File: src/rtl/lsu_wb_pkg.sv
// lsu_wb_pkg: shared definitions for the load/store Wishbone initiator.
//   - lsu_state_t : bus-sequencing states (IDLE, BUS, RECOVER)
//   - F3_*        : RISC-V load/store funct3 encodings
//   - LSU_TIMEOUT_CYCLES_DEFAULT : default ack wait limit, only meaningful
//     when the design is built with LSU_WB_TIMEOUT_EN defined
package lsu_wb_pkg;

  typedef enum logic [1:0] {
    ST_IDLE    = 2'd0,
    ST_BUS     = 2'd1,
    ST_RECOVER = 2'd2
  } lsu_state_t;

  localparam logic [2:0] F3_B  = 3'b000;
  localparam logic [2:0] F3_H  = 3'b001;
  localparam logic [2:0] F3_W  = 3'b010;
  localparam logic [2:0] F3_BU = 3'b100;
  localparam logic [2:0] F3_HU = 3'b101;

  localparam int LSU_TIMEOUT_CYCLES_DEFAULT = 16;

endpackage

File: src/rtl/lsu_align_check.sv
// lsu_align_check: combinational alignment check for one load/store request.
// Ports:
//   we         in  : 1 = store, 0 = load
//   funct3     in  : RISC-V funct3 of the access
//   addr_lsb   in  : two least-significant byte-address bits
//   misaligned out : 1 when the access does not sit on its natural boundary
module lsu_align_check
  import lsu_wb_pkg::*;
(
  input  logic       we,
  input  logic [2:0] funct3,
  input  logic [1:0] addr_lsb,
  output logic       misaligned
);

  // Loads size themselves from funct3[1:0] (the sign bit is irrelevant here),
  // so 10 and 11 both act as word. Stores only know sb/sh/sw, and every other
  // encoding is treated as a word store.
  always_comb begin
    misaligned = 1'b0;
    if (we) begin
      case (funct3)
        F3_B:    misaligned = 1'b0;
        F3_H:    misaligned = addr_lsb[0];
        default: misaligned = |addr_lsb;
      endcase
    end else begin
      case (funct3[1:0])
        2'b00:   misaligned = 1'b0;
        2'b01:   misaligned = addr_lsb[0];
        default: misaligned = |addr_lsb;
      endcase
    end
  end

endmodule

File: src/rtl/lsu_wb_master.sv
// lsu_wb_master: Wishbone initiator for the core's data-memory loads/stores.
// Accepts one request at a time, rejects misaligned ones without a bus cycle,
// otherwise runs a single Wishbone cycle and returns a one-cycle response.
// Optional feature macro: LSU_WB_TIMEOUT_EN -- when defined, a BUS cycle that
// sees no ack for TIMEOUT_CYCLES cycles is abandoned with an error response.
// Ports:
//   clk, rst                 : clock, synchronous active-high reset
//   req_valid_i/req_ready_o  : core request handshake
//   req_we_i, req_addr_i, req_wdata_i, req_funct3_i : request fields
//   resp_valid_o, resp_rdata_o, resp_err_o : completion pulse, load data, error
//   wb_cyc_o, wb_stb_o, wb_we_o, wb_adr_o, wb_dat_o, funct3_o : bus outputs
//   wb_dat_i, wb_ack_i       : responder read data (already extended) and ack
module lsu_wb_master
  import lsu_wb_pkg::*;
#(
  parameter int DATA_WIDTH     = 32,
  parameter int ADDR_WIDTH     = 7,
  parameter int TIMEOUT_CYCLES = LSU_TIMEOUT_CYCLES_DEFAULT
) (
  input  logic                  clk,
  input  logic                  rst,
  input  logic                  req_valid_i,
  output logic                  req_ready_o,
  input  logic                  req_we_i,
  input  logic [ADDR_WIDTH-1:0] req_addr_i,
  input  logic [DATA_WIDTH-1:0] req_wdata_i,
  input  logic [2:0]            req_funct3_i,
  output logic                  resp_valid_o,
  output logic [DATA_WIDTH-1:0] resp_rdata_o,
  output logic                  resp_err_o,
  output logic                  wb_cyc_o,
  output logic                  wb_stb_o,
  output logic                  wb_we_o,
  output logic [ADDR_WIDTH-1:0] wb_adr_o,
  output logic [DATA_WIDTH-1:0] wb_dat_o,
  output logic [2:0]            funct3_o,
  input  logic [DATA_WIDTH-1:0] wb_dat_i,
  input  logic                  wb_ack_i
);

  lsu_state_t            state_q, state_d;
  logic                  cyc_d, we_d;
  logic [ADDR_WIDTH-1:0] adr_d;
  logic [DATA_WIDTH-1:0] dat_d;
  logic [2:0]            f3_d;
  logic                  resp_valid_d, resp_err_d;
  logic [DATA_WIDTH-1:0] resp_rdata_d;
  logic                  misaligned;
  logic                  accept;
  logic                  tmo_hit;

  lsu_align_check u_align (
    .we        (req_we_i),
    .funct3    (req_funct3_i),
    .addr_lsb  (req_addr_i[1:0]),
    .misaligned(misaligned)
  );

  // Ready is held low while rst is asserted even though the state is IDLE.
  assign req_ready_o = (state_q == ST_IDLE) && !rst;
  assign accept      = req_valid_i && req_ready_o;
  assign wb_stb_o    = wb_cyc_o;

`ifdef LSU_WB_TIMEOUT_EN
  logic [7:0] tmo_cnt_q, tmo_cnt_d;
  // The counter holds the number of ack-less BUS cycles already completed,
  // so the limit fires on the TIMEOUT_CYCLES-th ack-less cycle.
  assign tmo_hit = (tmo_cnt_q == 8'(TIMEOUT_CYCLES - 1));

  always_ff @(posedge clk) begin
    if (rst) tmo_cnt_q <= 8'd0;
    else     tmo_cnt_q <= tmo_cnt_d;
  end
`else
  logic unused_timeout_cfg;
  assign unused_timeout_cfg = ^TIMEOUT_CYCLES;
  assign tmo_hit = 1'b0;
`endif

  // Bus outputs are zero everywhere except BUS, so every exit from BUS
  // clears them and the IDLE/RECOVER states just hold the cleared values.
  always_comb begin
    state_d      = state_q;
    cyc_d        = wb_cyc_o;
    we_d         = wb_we_o;
    adr_d        = wb_adr_o;
    dat_d        = wb_dat_o;
    f3_d         = funct3_o;
    resp_valid_d = 1'b0;
    resp_err_d   = 1'b0;
    resp_rdata_d = resp_rdata_o;
`ifdef LSU_WB_TIMEOUT_EN
    tmo_cnt_d    = tmo_cnt_q;
`endif
    case (state_q)
      ST_IDLE: begin
        if (accept) begin
          if (misaligned) begin
            state_d      = ST_RECOVER;
            resp_valid_d = 1'b1;
            resp_err_d   = 1'b1;
            resp_rdata_d = '0;
          end else begin
            state_d = ST_BUS;
            cyc_d   = 1'b1;
            we_d    = req_we_i;
            adr_d   = req_addr_i;
            dat_d   = req_wdata_i;
            f3_d    = req_funct3_i;
`ifdef LSU_WB_TIMEOUT_EN
            tmo_cnt_d = 8'd0;
`endif
          end
        end
      end
      ST_BUS: begin
        if (wb_ack_i || tmo_hit) begin
          state_d      = ST_RECOVER;
          resp_valid_d = 1'b1;
          resp_err_d   = !wb_ack_i;
          resp_rdata_d = (wb_ack_i && !wb_we_o) ? wb_dat_i : '0;
          cyc_d        = 1'b0;
          we_d         = 1'b0;
          adr_d        = '0;
          dat_d        = '0;
          f3_d         = '0;
        end
`ifdef LSU_WB_TIMEOUT_EN
        else begin
          tmo_cnt_d = tmo_cnt_q + 8'd1;
        end
`endif
      end
      // The responder's registered ack is still high here; it is ignored.
      ST_RECOVER: state_d = ST_IDLE;
      default: begin
        state_d = ST_IDLE;
        cyc_d   = 1'b0;
        we_d    = 1'b0;
        adr_d   = '0;
        dat_d   = '0;
        f3_d    = '0;
      end
    endcase
  end

  always_ff @(posedge clk) begin
    if (rst) begin
      state_q      <= ST_IDLE;
      wb_cyc_o     <= 1'b0;
      wb_we_o      <= 1'b0;
      wb_adr_o     <= '0;
      wb_dat_o     <= '0;
      funct3_o     <= '0;
      resp_valid_o <= 1'b0;
      resp_err_o   <= 1'b0;
      resp_rdata_o <= '0;
    end else begin
      state_q      <= state_d;
      wb_cyc_o     <= cyc_d;
      wb_we_o      <= we_d;
      wb_adr_o     <= adr_d;
      wb_dat_o     <= dat_d;
      funct3_o     <= f3_d;
      resp_valid_o <= resp_valid_d;
      resp_err_o   <= resp_err_d;
      resp_rdata_o <= resp_rdata_d;
    end
  end

endmodule

File: config.mk
export PLATFORM = sky130hd
export DESIGN_NAME = lsu_wb_master
export DESIGN_NICKNAME = d
export VERILOG_FILES = /design/src/rtl/lsu_wb_pkg.sv /design/src/rtl/lsu_align_check.sv /design/src/rtl/lsu_wb_master.sv
export SDC_FILE = /design/constraint.sdc
export NUM_CORES = 1
export LEC_CHECK = 0
export BUFFER_PORTS_ARGS = -buffer_cell sky130_fd_sc_hd__buf_4
export CORE_MARGIN = 2
export CORE_UTILIZATION = 45
export DETAILED_ROUTE_END_ITERATION = 10
export PLACE_DENSITY_LB_ADDON = 0.12
export SYNTH_ARGS = -nofsm -noshare
export SYNTH_HDL_FRONTEND = slang
export SYNTH_SLANG_ARGS = --single-unit
File: constraint.sdc
create_clock -name clk -period 2.1 [get_ports clk]
set_input_delay 0.315 -clock clk [delete_from_list [all_inputs] [get_ports clk]]
set_output_delay 0.315 -clock clk [all_outputs]
set_load 0.02 [all_outputs]
==> results of run 1 <==
==> tightest hold or removal path: stages <==
cell and delay, ps:
buf_4 80, a22oi_1 60, o21ai_0 70
==> area by class of cell <==
class	instances	area [um2]
Fill cell	585	2210
Sequential cell	80	1600
Multi-Input combinational cell	214	1290
Timing Repair Buffer	164	1260
Clock buffer	12	145
Inverter	34	128
Tap cell	96	120
Clock inverter	3	42.5
==> cells by family after synthesis <==
family | Yosys count | share of synthesized area
simple gates | 97 | 0.181
compound gates | 117 | 0.222
buf+inv | 64 | 0.0885
flops | 80 | 0.508
==> path summary, 6_finish.rpt <==
kind / startpoint / end / slack (ps)
max: state_q[1] / wb_dat_o[19] / 240
max reg2reg: state_q[1] / wb_dat_o[19] / 240
min: wb_dat_i[10] / resp_rdata_o[10] / 220
min reg2reg: wb_dat_o[14] / wb_dat_o[14] / 460
==> cell usage in the layout (no fill, tap or decap) <==
cell,Yosys,final
a211o_1,1,1
a21o_1,1,1
a21oi_1,3,3
a221o_2,0,1
a22oi_1,33,33
buf_12,0,2
buf_4,1,162
bufinv_16,0,1
clkbuf_1,17,2
clkbuf_8,0,10
clkinv_2,0,1
clkinvlp_4,0,1
dfxtp_1,80,80
inv_1,34,34
nand2_1,2,2
nand2b_1,43,43
nand3_1,38,38
nand3_2,5,5
nor2_1,3,2
nor2_4,0,1
nor2b_2,0,1
nor3_1,1,1
nor3b_1,2,2
nor4_2,0,1
o21a_1,1,1
o21ai_0,57,56
o21ai_1,15,15
o21ai_2,5,6
or4b_1,1,1
==> registers in the layout, summed over array words and instances, names as in the netlist <==
signal / cells
wb_dat_o: 32
resp_rdata_o: 32
wb_cyc_o: 1
resp_valid_o: 1
state_q: 2
funct3_o: 3
wb_we_o: 1
wb_adr_o: 7
resp_err_o: 1
==> metrics by stage <==
step           setup slack (ps)  hold WS [ps]  utilization
3_5_place_dp                174           451        0.647
5_1_grt                     102           210        0.675
2_1_floorplan               320           461            -
3_3_place_gp                233           445        0.647
6_report                    239           216        0.675
4_1_cts                     228           199        0.675
==> power breakdown <==
part           switching (mW)  internal (mW)
Clock                   0.513          0.575
Sequential             0.0255           1.56
Combinational           0.196          0.199
Total                   0.734           2.33
==> routing by layer <==
layer,GRT usage,vias to the layer above
met4,0.0853,0
met2,0.339,104
met1,0.259,1343
met5,0,-
li1,-,1515
met3,0.0528,11
==> results by group, run 1 <==
Clock tree
  – # resized after CTS: 0
  – Clock latency on the worst-skew pair: 330 ps
  – Bufs on Longest Clock Path: 2
  – Clock Pin Slew Worst Setup and Hold Paths: 80 ps
  – H-tree depth: 3
  – CTS tree: done
  – Root Buffer Master: clkbuf_8
  – Post-CTS Repair Setup Buffers: 0
  – Num CTS Buffers: 9
  – Cts hold-fix bufs: 0
  – CTS sink cnt: 80

STA
  – Final Hold Violating Endpoints: 0
  – Final period util: 0.886
  – Slew headroom: 0.291
  – Fmax: 0.537 GHz
  – Clock Skew: 5.88 ps
  – Final Critical Period: 1860 ps
  – TNS Setup: 0 ps
  – Max-slew violations: 0
  – Setup-failing EPs final: 0
  – Actual slew at the worst max-slew pin: 1060 ps
  – RSZ-0062 raised after global routing: no

Power
  – Pwr Density: 668 nW/um2
  – Lkg Pwr: 1.92 nW
  – Overall power: 3.07 mW
  – VDD IR max: 386 uV

Placement
  – GP Congestion: 0.699
  – Dpl cell area: 4400 um2
  – Buffers on Ports: 158
  – Dpl hpwl: 5540 um
  – Cells after DPL: 588

Drt
  – Wirelength, routed: 7940 um
  – Met3 routed WL: 587 um
  – Vias: 2973
  – Wl on met1: 3420 um
  – Antenna Nets Post-Route: 0
  – DRC: 0
  – WL/cell: 13.2 um
  – DRT iter0 DRCs: 78
  – DRT Pass-1 Iters: 4
  – DR WL met2: 3810 um
  – Uppermost layer routed: met4
  – Vias per cell: 4.93

Global route
  – First-pass GRT wire length: 12600 um
  – Gr ovfl total: 0
  – GR Util All Layers: 0.207
  – Antenna violations before repair: 0
  – Largest net degree at the start of global routing: 57
  – Vias in the first global route: 2722

Final layout
  – # diodes: 0
  – Area delta synth->final: 45.5%
  – NumNets Final: 582
  – Post-route insts no fill: 603
  – Final Cell Area: 4590 um2
  – Share of layout cells above drive strength 1: 0.379

Logic synthesis
  – Syn avg cell area: 8.80 um2
  – Netlist cell types: 27
  – Yosys synthesis warning count: 0
  – Synth top cells by count: 80 x dfxtp_1, 57 x o21ai_0, 43 x nand2b_1
  – Number of synthesized register bits: 80
  – EDFF count, synth: 0
  – Cell taking the most area after synthesis: dfxtp_1
  – Sequential share of the synthesized area: 0.508
  – Area fraction of the dominant cell type after synthesis: 0.508
  – Synth area leaders: dfxtp_1 51%, o21ai_0 9.1%, nand2b_1 8.5%, a22oi_1 7.9%, nand3_1 6.0%
  – Post-synth top flop: dfxtp_1
  – Leading cell type by number of instances after synthesis: dfxtp_1
  – Synth Cell Area: 3150 um2
  – Mapped Nets: 437
  – FFs w/ async S/R, synth: 0
  – Syn Inst Count: 358

Setup path
  – Delay of the slowest critical-path stage: 560 ps
  – Crit Path Category: reg2reg
  – CP max-delay cell: or4b_1
  – CP Depth: 5
  – Delay-heaviest family, CP: simple AND/OR/NAND/NOR gates
  – Worst Path Arrival: 2070 ps
  – Critical-path cell list: or4b_1, a221o_2, buf_4, nand3_1, o21ai_1
  – CP Launch Type: flop
  – Largest fanout on the critical path: 32
  – Worst path bufs/invs: 1
  – Worst-case reg-to-reg path depth: 5
  – Worst EP required: 2310 ps
  – Setup crit end kind: flop

Floorplanning
  – Core Footprint: 6790 um2
  – Rows: 30
  – Die W: 87.7 um
  – Die area: 7690 um2
  – Die height: 87.7 um
  – Initial cell density of the core: 0.464
  – Io pins: 159

Hold path
  – Hold path cells: 3
  – Worst Hold Class: in2reg

Run
  – Maxcap violations: 0

Run status
  – Status: finished clean
Power figures use the tool's default switching activity.
==> run 2: changes to the inputs <==
--- a/config.mk
+++ b/config.mk
@@ -10,6 +10,7 @@
 export CORE_UTILIZATION = 45
 export DETAILED_ROUTE_END_ITERATION = 10
 export PLACE_DENSITY_LB_ADDON = 0.12
+export RECOVER_POWER = 25
 export SYNTH_ARGS = -nofsm -noshare
 export SYNTH_HDL_FRONTEND = slang
 export SYNTH_SLANG_ARGS = --single-unit
==> run 2 against run 1 <==
Worst setup slack improved by 4.2 ps; combinational power shrank 5.6%; core utilization fell by 2.2 points; clock skew about the same; final cell count unchanged; routed wire length increased by 0.71%; critical path depth is the same; global-route usage unchanged; fmax grew 0.22%; clock power about the same; die area unchanged; critical path type unchanged.
==> results by group, run 2 (synthesis results as in run 1) <==
Floorplanning
  – Die area: 7690 um2 (unchanged)
  – Initial cell density of the core: 0.464 (unchanged)
  – Io pins: 159 (unchanged)
  – Die height: 87.7 um (unchanged)
  – Rows: 30 (unchanged)
  – Die W: 87.7 um (unchanged)
  – Core Footprint: 6790 um2 (unchanged)

Setup path
  – Largest fanout on the critical path: 32 (unchanged)
  – CP Launch Type: flop
  – Setup crit end kind: flop
  – Worst EP required: 2310 ps (about the same)
  – Worst Path Arrival: 2070 ps (about the same)
  – Crit Path Category: reg2reg

STA
  – RSZ-0062 raised after global routing: no
  – Max-slew violations: 0 (unchanged)
  – Final period util: 0.884 (-0.00199)
  – Final Hold Violating Endpoints: 0 (unchanged)
  – Hold Slack: 217 ps (+1.07 ps)
  – Clock Skew: 6.23 ps (+0.346 ps)
  – Fmax: 0.539 GHz (+0.22%)
  – Final worst slack: 244 ps (+4.17 ps)
  – Final Critical Period: 1860 ps (-4.17 ps)
  – Slew headroom: 0.300 (+0.00908)
  – TNS Setup: 0 ps (unchanged)
  – Actual slew at the worst max-slew pin: 1050 ps (-13.6 ps)
  – Setup-failing EPs final: 0 (unchanged)

Drt
  – Vias per cell: 4.96 (+0.50%)
  – DRT Pass-1 Iters: 4 (unchanged)
  – Uppermost layer routed: met4
  – Antenna Nets Post-Route: 0 (unchanged)
  – Vias: 2988 (+0.50%)
  – Wl on met1: 3420 um (about the same)
  – Met3 routed WL: 611 um (+4.1%)
  – DRC: 0 (unchanged)
  – DRT iter0 DRCs: 81 (+3.8%)
  – WL/cell: 13.3 um (+0.71%)
  – DR WL met2: 3850 um (+0.94%)
  – Wirelength, routed: 8000 um (+0.71%)

Placement
  – Buffers on Ports: 158 (unchanged)
  – Dpl hpwl: 5540 um (unchanged)
  – Cells after DPL: 588 (unchanged)
  – Dpl cell area: 4400 um2 (unchanged)
  – Setup Slack @ Placement: 174 ps (unchanged)
  – GP Congestion: 0.699 (unchanged)

Final layout
  – NumNets Final: 582 (unchanged)
  – # fillers: 612 (+4.6%)
  – Area of the multi-input gates: 1290 um2 (unchanged)
  – Area delta synth->final: 40.7%
  – Share of layout cells above drive strength 1: 0.300 (-0.0789)
  – Final Cell Area: 4440 um2 (-3.3%)
  – Biggest registers after layout: resp_rdata_o x32, wb_dat_o x32, wb_adr_o x7
  – Commonest non-fill, non-tap cell in the layout: buf_4
  – Most frequent cells in the layout: 122 x buf_4, 80 x dfxtp_1, 56 x o21ai_0
  – # diodes: 0 (unchanged)
  – Final core utilization: 0.653 (-0.0221)
  – Register area: 1600 um2 (unchanged)
  – Post-route insts no fill: 603 (unchanged)

Global route
  – Gr ovfl total: 0 (unchanged)
  – Largest net degree at the start of global routing: 57 (unchanged)
  – Antenna violations before repair: 0 (unchanged)
  – Vias in the first global route: 2722 (unchanged)
  – First-pass GRT wire length: 12600 um (unchanged)
  – GR Util All Layers: 0.207 (unchanged)

Power
  – Psw: 0.738 mW (+0.45%)
  – Logic pwr share: 0.123 (-0.006)
  – Pwr Density: 687 nW/um2 (+2.8%)
  – VDD IR max: 386 uV (about the same)
  – Sw Share: 0.242 (+0.00254)
  – Seq pwr share: 0.519 (+0.003)
  – Power Internal: 2.31 mW (-0.94%)
  – Overall power: 3.05 mW (-0.61%)
  – Lkg Pwr: 1.75 nW (-8.8%)
  – Clock Power Share: 0.358 (+0.003)

Hold path
  – Worst Hold Class: in2reg

Run
  – Maxcap violations: 0 (unchanged)

Clock tree
  – Num CTS Buffers: 9 (unchanged)
  – Root Buffer Master: clkbuf_8
  – CTS sink cnt: 80 (unchanged)
  – Clock latency on the worst-skew pair: 330 ps (about the same)
  – Clock Pin Slew Worst Setup and Hold Paths: 80 ps (about the same)
  – CTS tree: done
  – Cts hold-fix bufs: 0 (unchanged)
  – H-tree depth: 3 (unchanged)
  – Post-CTS Repair Setup Buffers: 0 (unchanged)
  – # resized after CTS: 0 (unchanged)
  – Bufs on Longest Clock Path: 2 (unchanged)

Run status
  – Status: finished clean
[run 2: final timing paths]
| check | start | end | slack (ps) | depth (start not counted) |
|---|---|---|---|---|
| setup / recovery | state_q[1] | wb_dat_o[29] | 240 | 5 |
| hold / removal | wb_dat_i[21] | resp_rdata_o[21] | 220 | 3 |
| setup reg to reg | state_q[1] | wb_dat_o[29] | 240 | 5 |
| hold reg to reg | wb_dat_o[14] | wb_dat_o[14] | 450 | 2 |
[run 2: routing by layer]
metal	global-route usage	up-vias
met1	0.259	1352
met3	0.0528	11
met2	0.339	111
met5	0	-
met4	0.0853	0
li1	-	1514
[run 2: power by group through the flow]
stage | sequential [mW] | combinational [mW] | clock (mW)
finish | 1.58 | 0.373 | 1.09
global route | 1.59 | 0.408 | 1.19
global placement | 1.62 | 0.393 | 0
floorplan | 1.66 | 0.138 | 0
CTS | 1.58 | 0.399 | 1.11
detailed placement | 1.62 | 0.398 | 0
[run 2: layout make-up]
class | count | share of cell area
multi-input cells | 214 | 0.291
inverters | 34 | 0.0288
repair buffers | 164 | 0.249
clock inverters | 3 | 0.00959
flip-flops and latches | 80 | 0.361
well taps | 96 | 0.0271
clock buffers | 12 | 0.0327
[run 2: worst max-delay path, cell delays in order, from the launching register on]
cell and delay (ps):
dfxtp_1 370, or4b_1 560, a221o_2 350, buf_4 260, nand3_1 140, o21ai_2 50
==> run 3: changes to the inputs <==
--- a/config.mk
+++ b/config.mk
@@ -9,7 +9,7 @@
 export CORE_MARGIN = 2
 export CORE_UTILIZATION = 45
 export DETAILED_ROUTE_END_ITERATION = 10
-export PLACE_DENSITY_LB_ADDON = 0.12
+export PLACE_DENSITY = 0.84
 export RECOVER_POWER = 25
 export SYNTH_ARGS = -nofsm -noshare
 export SYNTH_HDL_FRONTEND = slang
==> run 3 against run 2 <==
Register-to-register slack barely moved; fmax is 0.42% higher; worst hold slack got worse by 1.4 ps; first-iteration DRC count increased by 15%; die area stayed put; critical path type unchanged; sequential share of layout area is 0.17 points lower; combinational power about the same; core utilization rose by 0.31 points; clock power grew 12%; critical path depth stayed put; critical endpoint is now wb_dat_o[19]; sequential power about the same; routed wire length up 0.64%.
==> results by group, run 3 (synthesis results as in run 1) <==
Final layout
  – Biggest registers after layout: resp_rdata_o x32, wb_dat_o x32, wb_adr_o x7
  – Area of the multi-input gates: 1300 um2 (+0.39%)
  – Register area: 1600 um2 (unchanged)
  – Most frequent cells in the layout: 123 x buf_4, 80 x dfxtp_1, 56 x o21ai_0
  – NumNets Final: 581 (-0.17%)
  – # diodes: 0 (unchanged)
  – # fillers: 606 (-0.98%)
  – Commonest non-fill, non-tap cell in the layout: buf_4
  – Area delta synth->final: 41.4%
  – Share of layout cells above drive strength 1: 0.306 (+0.00592)

Global route
  – Largest net degree at the start of global routing: 63 (+11%)
  – GR Util All Layers: 0.206 (-0.000889)
  – Vias in the first global route: 2818 (+3.5%)
  – Gr ovfl total: 0 (unchanged)
  – Antenna violations before repair: 0 (unchanged)
  – First-pass GRT wire length: 12600 um (+0.21%)

Clock tree
  – Clock Pin Slew Worst Setup and Hold Paths: 80 ps (about the same)
  – Num CTS Buffers: 9 (unchanged)
  – Post-CTS Repair Setup Buffers: 0 (unchanged)
  – CTS sink cnt: 80 (unchanged)
  – CTS tree: done
  – Root Buffer Master: clkbuf_8
  – Bufs on Longest Clock Path: 2 (unchanged)
  – H-tree depth: 3 (unchanged)
  – Clock latency on the worst-skew pair: 330 ps (about the same)

Setup path
  – Largest fanout on the critical path: 26 (-19%)
  – Worst EP required: 2310 ps (about the same)
  – CP Launch Type: flop
  – Setup crit end: wb_dat_o[19]
  – Worst-case reg-to-reg path depth: 5 (unchanged)
  – Setup crit end kind: flop
  – Reg2reg start: state_q[1]
  – Worst R2R Setup Slack: 250 ps (about the same)
  – R2r endpoint: wb_dat_o[19]
  – Worst Path Arrival: 2060 ps (about the same)
  – Crit Path Category: reg2reg
  – CP Launch Point: state_q[1]

STA
  – Max-slew violations: 0 (unchanged)
  – TNS Setup: 0 ps (unchanged)
  – Slew headroom: 0.295 (-0.00490)
  – Fmax: 0.541 GHz (+0.42%)
  – Final Hold Violating Endpoints: 0 (unchanged)
  – Setup-failing EPs final: 0 (unchanged)
  – Actual slew at the worst max-slew pin: 1060 ps (+7.35 ps)
  – Clock Skew: 8.04 ps (+1.81 ps)
  – Final period util: 0.880 (-0.00370)
  – Final Critical Period: 1850 ps (-7.77 ps)
  – RSZ-0062 raised after global routing: no

Drt
  – Antenna Nets Post-Route: 0 (unchanged)
  – WL/cell: 13.3 um (+0.64%)
  – Vias per cell: 4.99 (+0.60%)
  – DRT Pass-1 Iters: 4 (unchanged)
  – Vias: 3006 (+0.60%)
  – DRT iter0 DRCs: 93 (+15%)
  – DRC: 0 (unchanged)
  – Wirelength, routed: 8050 um (+0.64%)

Run
  – Maxcap violations: 0 (unchanged)

Floorplanning
  – Initial cell density of the core: 0.464 (unchanged)
  – Io pins: 159 (unchanged)
  – Die area: 7690 um2 (unchanged)
  – Core Footprint: 6790 um2 (unchanged)
  – Die W: 87.7 um (unchanged)
  – Rows: 30 (unchanged)
  – Die height: 87.7 um (unchanged)

Placement
  – Dpl hpwl: 5750 um (+3.6%)
  – Buffers on Ports: 158 (unchanged)
  – GP Congestion: 0.773 (+11%)

Power
  – Overall power: 3.17 mW (+4.1%)
  – Lkg Pwr: 1.76 nW (+0.86%)
  – VDD IR max: 367 uV (-4.9%)
  – Pwr Density: 712 nW/um2 (+3.6%)

Run status
  – Status: finished clean

Hold path
  – Worst Hold Class: in2reg
-- run 3: cell types whose count changed in the layout (fill, tap and decap cells not counted), sizes merged --
cell,previous run,this run
clkbuf,52,49
bufinv,1,2
clkinv,1,3
-- run 3: worst min path at each step --
stage	from	end	slack (ps)	cells past startpoint
CTS	wb_dat_i[25]	resp_rdata_o[25]	200	3
detailed placement	wb_dat_o[24]	wb_dat_o[24]	450	2
global placement	wb_dat_o[17]	wb_dat_o[17]	450	2
floorplan	req_wdata_i[10]	wb_dat_o[10]	460	2
global route	wb_dat_i[3]	resp_rdata_o[3]	210	3
finish	wb_dat_i[16]	resp_rdata_o[16]	220	3
-- run 3: repair_timing --
item                                   in CTS  in global routing
endpoints found under the hold margin       0                  0
setup endpoints to repair                   0                  1
hold buffers                                0                  0
resized for setup                           0                  1
-- run 3: routing by layer --
layer	wire length [um]	share of wire	global-route usage	up-vias
met5	0	0	0	-
met1	3450	0.43	0.241	1382
met4	53	0.0066	0.0615	0
li1	-	-	-	1513
met3	657	0.082	0.0716	4
met2	3890	0.48	0.355	107
-- run 3: metrics by stage --
| stage | hold WS (ps) | worst slack, ps | instances | utilization | area [um2] |
|---|---|---|---|---|---|
| after detailed placement | 454 | 132 | 587 | 0.644 | 4380 |
| after floorplan | 461 | 320 | 358 | - | 3150 |
| final | 215 | 251 | 603 | 0.656 | 4460 |
| after global placement | 445 | 255 | 587 | 0.644 | 4380 |
| after CTS | 198 | 156 | 603 | 0.677 | 4600 |
| after global routing | 206 | 142 | 603 | 0.656 | 4460 |
-- run 3: layout make-up --
cell class,count,area share
Clock inverter,6,0.0185
Tap cell,96,0.0270
Timing Repair Buffer,163,0.245
Sequential cell,80,0.359
Clock buffer,10,0.0309
Inverter,34,0.0286
Multi-Input combinational cell,214,0.291
-- run 3: worst max-delay path: stages (launching register included) --
cell and delay [ps]:
dfxtp_1 390, or4b_1 570, a221o_2 350, buf_4 240, nand3_1 120, o21ai_1 70
-- run 3: power by group --
group | total, mW | internal (mW) | switching (mW)
Sequential | 1.58 | 1.56 | 0.0262
Clock | 1.22 | 0.696 | 0.522
Combinational | 0.371 | 0.175 | 0.196
Total | 3.17 | 2.43 | 0.744
